`config.mk`:
```
export PLATFORM = sky130hd
export DESIGN_NAME = uart_rx_core
export DESIGN_NICKNAME = d
export VERILOG_FILES = /design/src/rtl/uart_rx_core.sv
export SDC_FILE = /design/constraint.sdc
export NUM_CORES = 1
export LEC_CHECK = 0
export ABC_CLOCK_PERIOD_IN_PS = 5000
export BUFFER_PORTS_ARGS = -buffer_cell sky130_fd_sc_hd__buf_2
export CAP_MARGIN = 15
export CORE_AREA = 10 10 84 86
export DETAILED_ROUTE_END_ITERATION = 10
export DIE_AREA = 0 0 94 96
export PLACE_DENSITY = 0.54
export SYNTH_ARGS = -nofsm -noshare
export SYNTH_HDL_FRONTEND = slang
export SYNTH_SLANG_ARGS = --single-unit
```
`constraint.sdc`:
```
create_clock -name clk -period 5 [get_ports clk]
set_input_delay 1 -clock clk [delete_from_list [all_inputs] [get_ports clk]]
set_output_delay 1 -clock clk [all_outputs]
set_load 0.005 [all_outputs]
```
`src/rtl/uart_rx_core.sv`:
```
// uart_rx_core: 16x-oversampling UART receiver with 2-of-3 majority bit voting,
//    optional even parity, framing-error and break detection.
// Latency: results are registered the clk after the stop-bit decision (tick count 9 of stop).
// Backpressure: none; rx_data_valid is a single-clk pulse that downstream must accept.
// Ports:
//    clk, reset (async, active-high), clk_enable (16x baud tick), parity_en, rx_uart (idle high)
//    rx_data[DATA_WIDTH-1:0], rx_data_valid (1-clk pulse), rx_data_error, rx_break
module uart_rx_core #(
   parameter int DATA_WIDTH = 8
) (
   input  logic                  clk,
   input  logic                  reset,
   input  logic                  clk_enable,
   input  logic                  parity_en,
   input  logic                  rx_uart,
   output logic [DATA_WIDTH-1:0] rx_data,
   output logic                  rx_data_valid,
   output logic                  rx_data_error,
   output logic                  rx_break
);

   localparam int BW = (DATA_WIDTH > 1) ? $clog2(DATA_WIDTH) : 1;
   localparam logic [BW-1:0] LAST_BIT = BW'(DATA_WIDTH - 1);

   typedef enum logic [2:0] {
      IDLE,
      START,
      DATA,
      PARITY,
      STOP,
      WAIT_IDLE
   } state_t;

   state_t                r_state;
   logic                  r_sync1;
   logic                  r_sync2;
   logic [3:0]            r_tick_cnt;
   logic [BW-1:0]         r_bit_cnt;
   logic                  r_s7;
   logic                  r_s8;
   logic                  r_par_en;
   logic                  r_par_bit;
   logic [DATA_WIDTH-1:0] r_shift;

   logic w_rxs;
   logic w_maj;
   logic w_ferr;
   logic w_perr;
   logic w_brk;

   assign w_rxs  = r_sync2;
   // Majority of the count-7 and count-8 samples plus the live count-9 value.
   assign w_maj  = (r_s7 & r_s8) | (r_s7 & w_rxs) | (r_s8 & w_rxs);
   assign w_ferr = ~w_maj;
   assign w_perr = r_par_en & ((^r_shift) ^ r_par_bit);
   // Break: a stop-bit failure with an all-zero frame (parity bit included when present).
   assign w_brk  = w_ferr & ~(|r_shift) & (~r_par_en | ~r_par_bit);

   always_ff @(posedge clk or posedge reset) begin
      if (reset) begin
         r_state       <= IDLE;
         r_sync1       <= 1'b1;
         r_sync2       <= 1'b1;
         r_tick_cnt    <= 4'd0;
         r_bit_cnt     <= '0;
         r_s7          <= 1'b1;
         r_s8          <= 1'b1;
         r_par_en      <= 1'b0;
         r_par_bit     <= 1'b0;
         r_shift       <= '0;
         rx_data       <= '0;
         rx_data_valid <= 1'b0;
         rx_data_error <= 1'b0;
         rx_break      <= 1'b0;
      end else begin
         r_sync1       <= rx_uart;
         r_sync2       <= r_sync1;
         // The valid pulse is cleared on the very next clk, independent of the tick.
         rx_data_valid <= 1'b0;

         if (clk_enable) begin
            if (r_tick_cnt == 4'd7) r_s7 <= w_rxs;
            if (r_tick_cnt == 4'd8) r_s8 <= w_rxs;

            case (r_state)
               IDLE: begin
                  if (!w_rxs) begin
                     r_state    <= START;
                     r_tick_cnt <= 4'd0;
                     r_par_en   <= parity_en;
                     r_par_bit  <= 1'b0;
                  end
               end

               START: begin
                  r_tick_cnt <= r_tick_cnt + 4'd1;
                  if (r_tick_cnt == 4'd9 && w_maj) begin
                     // Glitch shorter than half a bit: not a real start bit.
                     r_state    <= IDLE;
                     r_tick_cnt <= 4'd0;
                  end else if (r_tick_cnt == 4'd15) begin
                     r_state   <= DATA;
                     r_bit_cnt <= '0;
                  end
               end

               DATA: begin
                  r_tick_cnt <= r_tick_cnt + 4'd1;
                  if (r_tick_cnt == 4'd9) r_shift <= {w_maj, r_shift[DATA_WIDTH-1:1]};
                  if (r_tick_cnt == 4'd15) begin
                     if (r_bit_cnt == LAST_BIT) r_state <= r_par_en ? PARITY : STOP;
                     else                       r_bit_cnt <= r_bit_cnt + 1'b1;
                  end
               end

               PARITY: begin
                  r_tick_cnt <= r_tick_cnt + 4'd1;
                  if (r_tick_cnt == 4'd9)  r_par_bit <= w_maj;
                  if (r_tick_cnt == 4'd15) r_state   <= STOP;
               end

               STOP: begin
                  r_tick_cnt <= r_tick_cnt + 4'd1;
                  if (r_tick_cnt == 4'd9) begin
                     // Leave early so a start edge during ticks 10..15 is caught from IDLE.
                     r_tick_cnt    <= 4'd0;
                     r_state       <= w_ferr ? WAIT_IDLE : IDLE;
                     rx_data       <= r_shift;
                     rx_data_valid <= 1'b1;
                     rx_data_error <= w_ferr | w_perr;
                     rx_break      <= w_brk;
                  end
               end

               WAIT_IDLE: begin
                  if (w_rxs) r_state <= IDLE;
               end

               default: begin
                  r_state    <= IDLE;
                  r_tick_cnt <= 4'd0;
               end
            endcase
         end
      end
   end

endmodule

```
==> flow_summary_export.csv <==
group,metric,value,unit
status,status,"completed",
clock_tree,cts_buffers,5,
layout,num-fill-cells,561,
logic_synthesis,synth.distinct_cells,48,
pwr,seqPwrFrac,0.401,
min_path,hold_path.startpoint,"r_sync1$_DFF_PP1_",
global_routing,grt_pass1_wl,6265,um
floorplanning,dieArea,9024,sq um
placement,gp_congestion,0.8363,
logic_synthesis,ys_ff_latch,35,
worst_setup_path,crit_arrival,2.27,ns
clock_tree,hold_buffers,0,
worst_setup_path,r2r-start,"r_state[1]$_DFFE_PP0P_",
worst_setup_path,cp_max_fo,16,
sta,setup_viol,0,
worst_setup_path,cp-end-kind,"flop",
clock_tree,cts_tree,"done",
worst_setup_path,startpoint_type,"flop",
floorplanning,core_area,5405,sq um
sta,final.setup.tns,0,ns
pwr,intPower,0.8019,mW
layout,syn_to_final_growth,14.34,%
logic_synthesis,syn_nets,185,
floorplanning,start_util,0.3421,
sta,hold_violations,0,
logic_synthesis,yosysSeqAreaShare,0.4763,
logic_synthesis,synthTopCellsByCount,"dfrtp_1, inv_1, nand2_1",
sta,period_share,0.4210,
global_routing,grt_overflow,0,
pwr,clockPowerShare,0.249,
logic_synthesis,synth_most_common_cell,"dfrtp_1",
logic_synthesis,synth_ff_type,"dfrtp_1",
logic_synthesis,synthTopCellsByArea,"dfrtp_1, mux2_2, ha_1, dfstp_2, o21ai_0",
layout,fin_area,2115,sq um
worst_setup_path,r2r_end,"r_state[2]$_DFFE_PP0P_",
logic_synthesis,synth_edf_count,0,
logic_synthesis,syn_area,1849,sq um
placement,dp_hpwl,2472,um
global_routing,grt_max_degree,36,
clock_tree,htreeDepth,2,
pwr,power_frac_comb,0.350,
clock_tree,clk_pin_slew,0.07,ns
layout,drive_above_1_share,0.2447,
pwr,ir_drop,324.6,uV
logic_synthesis,async_reset_ff_frac,1.000,
clock_tree,cts_resized,0,
pwr,swShare,0.3346,
sta,rsz0062_at_grt,"false",
pwr,p_leak,1.043,nW
clock_tree,root_buffer,"clkbuf_8",
logic_synthesis,synth_warnings,0,
floorplanning,die_x,94,um
worst_setup_path,rrSetupSlack,2.89,ns
logic_synthesis,synth_cells,171,
detailed_routing,dr.pass1.iters,4,
worst_setup_path,path_class,"reg -> reg",
worst_setup_path,cp.required,5.17,ns
detailed_routing,via_per_inst,4.892,
global_routing,grtUsageTotal,0.08636,
layout,fin_nets,201,
min_path,worstHoldPathType,"reg -> reg",
logic_synthesis,yosysTopAreaCell,"dfrtp_1",
detailed_routing,wl_per_cell,13.18,um
pwr,p_switching,0.4033,mW
clock_tree,clock_sinks,35,
pwr,cellPowerDensity,570.0,nW/um^2
placement,placed_area,1982,sq um
sta,fin_worst_skew,0.009489,ns
detailed_routing,wirelength,3427,um
placement,io_buffers,15,
floorplanning,die_h,96,um
clock_tree,cts_buffer_depth,2,
detailed_routing,drt_iter0_drc,38,
worst_setup_path,r2r_cells,4,
global_routing,antenna_found_initial,0,
sta,slew_violations,0,
logic_synthesis,netlist.area_leader.share,0.4195,
sta,max_clock_freq,0.4750,GHz
logic_synthesis,avgSynthCellArea,10.81,sq um
min_path,hold-path-endpoint,"r_sync2$_DFF_PP1_",
sta,finalCriticalPeriod,2.105,ns
detailed_routing,via_count,1272,
clock_tree,post_cts_buffers,0,
global_routing,grt_pass1_vias,1322,
floorplanning,num_rows,27,
job,maxCapViolCount,0,
min_path,hold_depth,0,
sta,slew_headroom,0.5982,
layout,num_antenna_cells,0,
sta,max_slew.worst_pin.slew,0.6013,ns
clock_tree,clkLatencyLatePin,0.29,ns
detailed_routing,antenna_left,0,
floorplanning,io_pins,16,
detailed_routing,drc,0,
kinds of logic (layout without fill, tap and decap cells):
logic type,after synthesis,count (layout),synth area share
xor+xnor,3,3,0.02165
mux,17,17,0.1035
fa+ha+maj,10,10,0.06698
flops,35,35,0.4763
simple gates,54,54,0.1631
compound gates,29,29,0.1144
buf+inv,23,40,0.05412
stage by stage:
step	hold slack (ns)	util	setup WS [ns]	std cells	total power, mW
floorplan	0.3452	-	3.164	171	0.8154
global placement	0.3471	0.3667	2.784	252	0.9127
detailed placement	0.3510	0.3667	2.756	252	0.9158
CTS	0.3514	0.3912	2.858	260	1.224
global route	0.3576	0.3912	2.701	260	1.320
finish	0.3518	0.3912	2.895	260	1.205
cell type report:
cell class / count / area, sq um / share of cell area
Timing Repair Buffer: 16 / 82.58 / 0.03905
Inverter: 16 / 60.06 / 0.02840
Clock buffer: 6 / 72.57 / 0.03432
Sequential cell: 35 / 880.8 / 0.4166
Tap cell: 72 / 90.09 / 0.04260
Clock inverter: 2 / 60.06 / 0.02840
Multi-Input combinational cell: 113 / 868.3 / 0.4107
sequential cells by signal (all words and copies together), names as in the netlist, 3 cells and up:
register and cells:
r_shift 8, rx_data 8, r_state 3, r_bit_cnt 3, r_tick_cnt 4
worst max path at each step:
stage / startpoint / end / slack, ns
after detailed placement: clk_enable / rx_data[2]$_DFFE_PP0P_ / 2.76
after floorplan: clk_enable / rx_break$_DFFE_PP0P_ / 3.16
after CTS: r_state[1]$_DFFE_PP0P_ / r_state[2]$_DFFE_PP0P_ / 2.86
final: r_state[1]$_DFFE_PP0P_ / r_state[2]$_DFFE_PP0P_ / 2.89
after global routing: r_state[1]$_DFFE_PP0P_ / r_state[2]$_DFFE_PP0P_ / 2.70
after global placement: clk_enable / rx_data[4]$_DFFE_PP0P_ / 2.78
routing by layer:
metal | track usage | share of wire | vias to the layer above
met5 | 0 | 0 | -
met4 | 0.03671 | 0.014 | 0
met3 | 0.02957 | 0.050 | 4
met2 | 0.1371 | 0.46 | 18
met1 | 0.1047 | 0.47 | 620
li1 | - | - | 630
power groups by stage:
stage                     sequential, mW  clock [mW]  combinational [mW]
after detailed placement           0.488           0               0.428
after CTS                          0.483       0.312               0.429
final                              0.483       0.301               0.422
after global routing               0.501       0.328               0.491
after global placement             0.487           0               0.425
after floorplan                    0.443           0               0.373
critical path, stage by stage (launching register included):
cell      delay [ns]
dfrtp_1         0.60
nor3b_1         0.57
a21boi_1        0.33
a2111o_1        0.19
mux2_4          0.30
cells in the final DEF, fill, tap and decap left out, drive strengths merged, types with 5 or more instances in the layout:
cell and count:
nor2 6, dfrtp 31, buf 16, ha 9, mux2 14, nand2 15, o21ai 12, clkbuf 6
nand3 5, inv 16
Power figures use the tool's default switching activity.
